$ cat config.mk
export PLATFORM = sky130hd
export DESIGN_NAME = alu_result_framer
export DESIGN_NICKNAME = d
export VERILOG_FILES = /design/src/rtl/alu_result_framer.sv
export SDC_FILE = /design/constraint.sdc
export NUM_CORES = 1
export LEC_CHECK = 0
export ABC_AREA = 1
export BUFFER_PORTS_ARGS = -buffer_cell sky130_fd_sc_hd__buf_2
export CORE_AREA = 10 10 106 108
export DETAILED_ROUTE_END_ITERATION = 8
export DIE_AREA = 0 0 116 118
export GPL_ROUTABILITY_DRIVEN = 0
export PLACE_DENSITY = 0.82
export REMOVE_ABC_BUFFERS = 1
export SETUP_SLACK_MARGIN = 0.05
export SYNTH_ARGS = -nofsm -noshare
export SYNTH_HDL_FRONTEND = slang
export SYNTH_SLANG_ARGS = --single-unit
export TNS_END_PERCENT = 50
$ cat constraint.sdc
create_clock -name clock -period 2.6 [get_ports clock]
set_clock_uncertainty 0.05 [all_clocks]
set_input_delay 0.26 -clock clock [delete_from_list [all_inputs] [get_ports clock]]
set_output_delay 0.26 -clock clock [all_outputs]
set_load 0.005 [all_outputs]
$ cat src/rtl/alu_result_framer.sv
// Flow-controlled ALU result transmitter: results are queued in a small FIFO and
// each one is sent to a byte-wide UART as [header] payload bytes [xor checksum].
module alu_result_framer #(
   parameter int         RESULT_W    = 16,
   parameter int         DEPTH       = 4,
   parameter int         MSB_FIRST   = 1,
   parameter int         HEADER_EN   = 1,
   parameter logic [7:0] HEADER_BYTE = 8'hA5,
   parameter int         CHECKSUM_EN = 1,
   localparam int        CW          = $clog2(DEPTH) + 1
) (
   input  logic                clock,
   input  logic                reset_n,
   input  logic                in_valid,
   output logic                in_ready,
   input  logic [RESULT_W-1:0] in_data,
   output logic                tx_start,
   output logic [7:0]          tx_data,
   input  logic                tx_busy,
   output logic                frame_done,
   output logic [CW-1:0]       fifo_count,
   output logic                active
);

   localparam int NB      = (RESULT_W + 7) / 8;
   localparam int PW      = NB * 8;
   localparam int AW      = $clog2(DEPTH);
   localparam int F       = HEADER_EN + NB + CHECKSUM_EN;
   localparam int PAY_END = HEADER_EN + NB;
   localparam int IW      = 4;

   typedef enum logic [1:0] {IDLE, SEND, ACK, DONE} state_t;

   state_t          state_reg, state_next;
   logic [PW-1:0]   mem [DEPTH];
   logic [AW-1:0]   wr_ptr_reg, rd_ptr_reg;
   logic [CW-1:0]   count_reg;
   logic [PW-1:0]   shift_reg;
   logic [7:0]      tx_data_reg;
   logic [7:0]      csum_reg;
   logic [IW-1:0]   idx_reg;
   logic            frame_done_reg;
   logic [PW-1:0]   head;
   logic            push, pop, byte_done, last_byte;

   function automatic logic [7:0] first_byte(input logic [PW-1:0] v);
      if (MSB_FIRST != 0) return v[PW-1 -: 8];
      else                return v[7:0];
   endfunction

   function automatic logic [PW-1:0] shift_out(input logic [PW-1:0] v);
      if (MSB_FIRST != 0) return v << 8;
      else                return v >> 8;
   endfunction

   assign in_ready   = (count_reg != CW'(DEPTH));
   assign push       = in_valid && in_ready;
   assign pop        = (state_reg == IDLE) && (count_reg != '0);
   assign byte_done  = (state_reg == DONE) && !tx_busy;
   assign last_byte  = (idx_reg == IW'(F - 1));
   assign head       = mem[rd_ptr_reg];
   assign tx_data    = tx_data_reg;
   assign frame_done = frame_done_reg;
   assign fifo_count = count_reg;

   always_ff @(posedge clock) begin
      if (push) mem[wr_ptr_reg] <= PW'(in_data);
   end

   // Pointers wrap naturally because DEPTH is a power of two.
   always_ff @(posedge clock or negedge reset_n) begin
      if (!reset_n) begin
         wr_ptr_reg <= '0;
         rd_ptr_reg <= '0;
         count_reg  <= '0;
      end else begin
         if (push) wr_ptr_reg <= wr_ptr_reg + 1'b1;
         if (pop)  rd_ptr_reg <= rd_ptr_reg + 1'b1;
         case ({push, pop})
            2'b10:   count_reg <= count_reg + 1'b1;
            2'b01:   count_reg <= count_reg - 1'b1;
            default: count_reg <= count_reg;
         endcase
      end
   end

   always_ff @(posedge clock or negedge reset_n) begin
      if (!reset_n) state_reg <= IDLE;
      else          state_reg <= state_next;
   end

   always_comb begin
      state_next = state_reg;
      case (state_reg)
         IDLE:    if (count_reg != '0) state_next = SEND;
         SEND:    state_next = ACK;
         ACK:     if (tx_busy) state_next = DONE;
         DONE:    if (!tx_busy) state_next = last_byte ? IDLE : SEND;
         default: state_next = IDLE;
      endcase
   end

   always_comb begin
      tx_start = (state_reg == SEND);
      active   = (state_reg != IDLE);
   end

   // The checksum accumulates each payload byte as it is loaded into tx_data.
   always_ff @(posedge clock or negedge reset_n) begin
      if (!reset_n) begin
         shift_reg      <= '0;
         tx_data_reg    <= 8'h00;
         csum_reg       <= 8'h00;
         idx_reg        <= '0;
         frame_done_reg <= 1'b0;
      end else begin
         frame_done_reg <= byte_done && last_byte;
         if (pop) begin
            idx_reg <= '0;
            if (HEADER_EN != 0) begin
               tx_data_reg <= HEADER_BYTE;
               shift_reg   <= head;
               csum_reg    <= 8'h00;
            end else begin
               tx_data_reg <= first_byte(head);
               shift_reg   <= shift_out(head);
               csum_reg    <= first_byte(head);
            end
         end else if (byte_done && !last_byte) begin
            idx_reg <= idx_reg + 1'b1;
            if ((idx_reg + 1'b1) < IW'(PAY_END)) begin
               tx_data_reg <= first_byte(shift_reg);
               shift_reg   <= shift_out(shift_reg);
               csum_reg    <= csum_reg ^ first_byte(shift_reg);
            end else begin
               tx_data_reg <= csum_reg;
            end
         end
      end
   end

endmodule

======== After elaboration in Yosys (flattened, before gate mapping) ========
Memories as Yosys holds them, arrays and structs flattened.
Cells that the tools add are included.
cells by class
  add/sub/neg operators ................... 5
  multipliers ............................. 0
  div/mod/pow operators ................... 0
  magnitude comparators ................... 1
  eq/ne operators ......................... 10
  shift-type cells ........................ 0
  mux-type cells .......................... 22
  bitwise logic cells ..................... 1
  reduce and logical (&&, ||, !) cells .... 15
operator list
  operator               count
  $mux W8                9
  $mux W16               3
  $mux W4                2
  $pmux W2 S4            1
  $reduce_bool A2 Y1     4
  $xor A8 B8 Y8          1
  $eq A2 B2 Y1 const B   3
  $mux W2                3
  $pmux W3 S2            1
  $logic_and A1 B1 Y1    5
  $add A2 B1 Y2 const B  2
  $add A4 B1 Y4 const B  1
  $eq A2 B1 Y1 const B   2
  $eq A4 B2 Y1 const B   1
  $lt A4 B2 Y1 const B   1
  $ne A2 B2 Y1 const B   2
  $add A3 B1 Y3 const B  1
  $mux W1                3
  $ne A3 B3 Y1 const B   1
  $reduce_and A3 Y1      1
  $reduce_bool A3 Y1     1
  $sub A3 B1 Y3 const B  1
  $logic_not A1 Y1       2
  $logic_not A2 Y1       1
  other kinds (2)        2
storage, ports and cells
  flip-flop bits (word level) ............. 46
  bits in latches ......................... 0
  RAM bits ................................ 64
  memory bits (read-only) ................. 0
  input bits .............................. 20
  output and inout port bits .............. 15
  logic and storage cells ................. 64
  memories kept ........................... 1
memories
  name  words  width  read ports  clocked after Yosys merged registers in  write ports  RTL line  RTL
  mem   4      16     1           0                                        1            35        logic [PW-1:0] mem [DEPTH];

======== Longest topological paths before layout ========
  depth after elaboration ................. 9
  depth in mapped cells ................... 11
  mapped depth without buffers ............ 10

======== Worst setup path after synthesis ========
No wires, ideal clock.
  kind .................................... register to register
  from .................................... register state_reg[1]
  to ...................................... register count_reg[2], in the netlist fifo_count[2]
  library setup time ...................... 131 ps
  arrival time ............................ 2044 ps
  data required time ...................... 2419 ps
  setup slack ............................. 376 ps
  stages on the path, launching flop included .. 12
  buffers on the path ..................... 1
  period minus slack after synthesis ...... 2224 ps
  cells stage by stage .................... dfrtp_1 > inv_1 > ha_1 > nand2_4 > inv_4 > buf_2 > ha_1 > inv_1 > fa_1 > a21oi_1 > o21ai_0 > xor2_1
on the way
  cells in the longest elaborated chain, start to end .. 4
  elaborated cells on any way between the ends .. 6
  those cells by class .................... eq/ne (2); mux (1); reduce/logical (3)
ends and longest elaborated chain
  what                                               RTL line  RTL
  start: declaration                                 34        state_t state_reg, state_next;
  start signal: assignment                           89        else state_reg <= state_next;
  $logic_not A2 Y1 (*)                               58        assign pop = (state_reg == IDLE) && (count_reg != '0);
  $logic_and A1 B1 Y1 (*)                            58
  named net pop                                      44        logic push, pop, byte_done, last_byte;
  $eq A2 B1 Y1 or $eq A2 B2 Y1 (tied branches)       79        case ({push, pop})
  $pmux W3 S2 or $reduce_bool A2 Y1 (tied branches)  --
  end signal: assignment                             80        2'b10: count_reg <= count_reg + 1'b1;
  end signal: assignment                             81        2'b01: count_reg <= count_reg - 1'b1;
  end signal: assignment                             82        default: count_reg <= count_reg;
  end: declaration                                   37        logic [CW-1:0] count_reg;
The timed path passes the listed nets; every way through them passes the cells marked *.
A chain may end at the register's enable or synchronous reset.

======== Worst setup path after layout ========
  from .................................... register count_reg[1], in the netlist fifo_count[1]
  to ...................................... register count_reg[2], in the netlist fifo_count[2]
on the way
  cells in the longest elaborated chain, start to end .. 4
  elaborated cells on any way between the ends .. 10
  those cells by class .................... add/sub (2); eq/ne (3); mux (1); reduce/logical (4)
ends and longest elaborated chain
  what                                                RTL line
  $ne A3 B3 Y1 or $reduce_bool A3 Y1 (tied branches)  56, 58
  $logic_and A1 B1 Y1, on equally long branches       57, 58
  $eq A2 B1 Y1 or $eq A2 B2 Y1 (tied branches)        79
  $pmux W3 S2 or $reduce_bool A2 Y1 (tied branches)   --
Several ways; a longest one is shown, not always the timed one.

==> impl_metrics.yaml <==
status:
  status: "complete, no violations"
routing:
  vias_per_cell: 5.311
  dr.pass1.iters: 5
  first_iter_violations: 164
  drc: 0
  wire_per_inst_um: 14.92
  vias: 3330
  wl_um: 9355
  ant_nets: 0
clock_network:
  clockBufferDepth: 2
  cts_resized: 0
  clk_latency_ns: 0.37
  cts_sinks: 110
  cts-root-buf: "clkbuf_8"
  cts_tree: "built"
  post_cts_buffers: 0
  path_clk_slew_ns: 0.10
  numCtsBuffers: 9
  htree_levels: 3
  cts.hold.buffers_added: 0
floorplanning:
  rows: 35
  core_sq_um: 9109
  io_pins: 35
  die_h_um: 118
  start_util_pct: 53.74
  dieArea_sq_um: 13690
  die_width_um: 116
layout:
  largest_reg_flops: 64
  drive_gt1_share_pct: 14.34
  nNetsFinal: 544
  n_antenna_cell: 0
  multi_input_area_sq_um: 1599
  n_fill_cell: 755
  synthToLayoutAreaGrowth_pct: 10.02
  seqCellArea_sq_um: 3073
logic_synthesis:
  synth-seq-cells: 110
  avgSynthCellArea_sq_um: 10.26
  synth_area_sq_um: 4895
  synth.distinct_cells: 31
  synth_cells: 477
  synth_top_area_share_pct: 39.26
  ys_warn_count: 0
  synth-seq-area-share_pct: 62.78
  ys_top_cells_by_area: "edfxtp_1 (39%), dfrtp_1 (24%), nand2_1 (12%)"
  ys_dominant_reg_cell: "edfxtp_1"
  synth_common_cells: "nand2_1 (152), nand3_1 (82), edfxtp_1 (64)"
  synth_edf_count: 64
  synthArstFlopShare_pct: 41.82
  yosysMostFrequentCell: "nand2_1"
  yosysTopAreaCell: "edfxtp_1"
critical_path:
  crit_arrival_ns: 2.35
  worstSetupStartpointType: "register"
  crit_required_ns: 2.80
  worstSetupPathType: "reg -> reg"
  path_max_fanout: 8
  crit_path_end_kind: "register"
sta:
  rsz0062_at_grt: "no"
  worst_pin_slew_ns: 1.036
  fin_crit_sh_pct: 82.63
  fmax_mhz: 465.5
  slew_viol_final: 0
  tns_ns: 0
  slew_headroom_pct: 30.91
  final-hold-violation-count: 0
  finalSetupViolations: 0
  fin_crit_ns: 2.148
global_route:
  track_usage_pct: 14.25
  grtUsageMet3_pct: 2.446
  busiest_layer: "met2"
  grt_pass1_vias: 3406
  grtUsageMet1_pct: 17.38
  antenna_found_initial: 0
  grt_first_pass_wirelength_um: 15920
  grtUsageMet2_pct: 24.42
  grt_overflow_total: 0
  grt_max_degree: 47
pwr:
  power_mw: 6.241
  leakagePower_nw: 2.373
  ir_drop_mv: 0.4962
  power_density_nw_per_um2: 1159
place:
  dp_hpwl_um: 5926
  port_buffers: 34
run:
  max-cap-violations: 0
min_path:
  min_path_type: "in -> async"
[worst max-delay path, stage by stage (launching register included)]
cell and delay (ns):
dfrtp_1 0.42, nor2_1 0.16, nand2_1 0.10, nand2_1 0.22, ha_1 0.19, inv_1 0.07, fa_1 0.39, a21oi_1 0.16
o21ai_0 0.12, xor2_1 0.16
[cell type report]
type	instances	area share, %
well taps	111	2.579
clock buffers	9	2.300
inverters	28	1.998
clock inverters	7	1.952
flip-flops and latches	110	57.06
multi-input cells	319	29.69
repair buffers	43	4.415
[through the flow]
step | cell area, sq um | hold slack, ns | instances | utilization [%] | worst slack, ns
after floorplan | 4780 | -0.08559 | 457 | - | 0.3037
after detailed placement | 5156 | 0.4254 | 611 | 56.61 | 0.4795
final | 5385 | 0.01320 | 627 | 59.12 | 0.4517
after global routing | 5385 | 0.04243 | 627 | 59.12 | 0.3323
after global placement | 5156 | 0.4180 | 611 | 56.61 | 0.6269
after CTS | 5385 | 0.03395 | 627 | 59.12 | 0.4736
[where the power goes]
part | switching, mW | internal (mW)
Sequential | 0.269 | 2.37
Clock | 0.586 | 0.558
Combinational | 1.59 | 0.869
[per-layer routing]
metal | share of wire [%] | vias to the layer above
met5 | 0 | -
met4 | 1.4 | 0
met3 | 5.4 | 10
met2 | 49 | 81
met1 | 45 | 1598
li1 | - | 1641
[worst paths after layout]
check	to	start	cells past startpoint	slack, ns
max	fifo_count[2]	fifo_count[1]	9	0.45
min	frame_done	reset_n	1	0.01
max reg2reg	fifo_count[2]	fifo_count[1]	9	0.45
min reg2reg	tx_data[3]	tx_data[3]	2	0.45
max in group asynchronous	shift_reg[12]	reset_n	1	1.85
min in group clock	mem[2][3]	in_data[3]	1	0.05
[cell families after synthesis]
family	count (synthesis)	synth area share, %
simple gates	273	24.77
flops	110	62.78
buf+inv	48	4.550
compound gates	21	2.275
fa+ha+maj	13	3.476
xor+xnor	12	2.147
[placed cells by master (no fill, tap or decap), types with 2 or more instances in the layout]
cell type,count
nor2_1,21
inv_1,26
o21ai_0,7
a21oi_1,7
nand2_4,2
bufinv_16,2
xnor2_1,9
clkbuf_8,9
inv_6,2
buf_4,9
nand3b_1,4
nand2_2,2
edfxtp_1,64
xor2_1,3
dfrtp_1,46
nand2_1,152
nor2_4,2
nand3_1,82
ha_1,12
or2_2,4
buf_2,34
o21ai_1,4
Note: power is estimated with default switching activity, not from simulation.
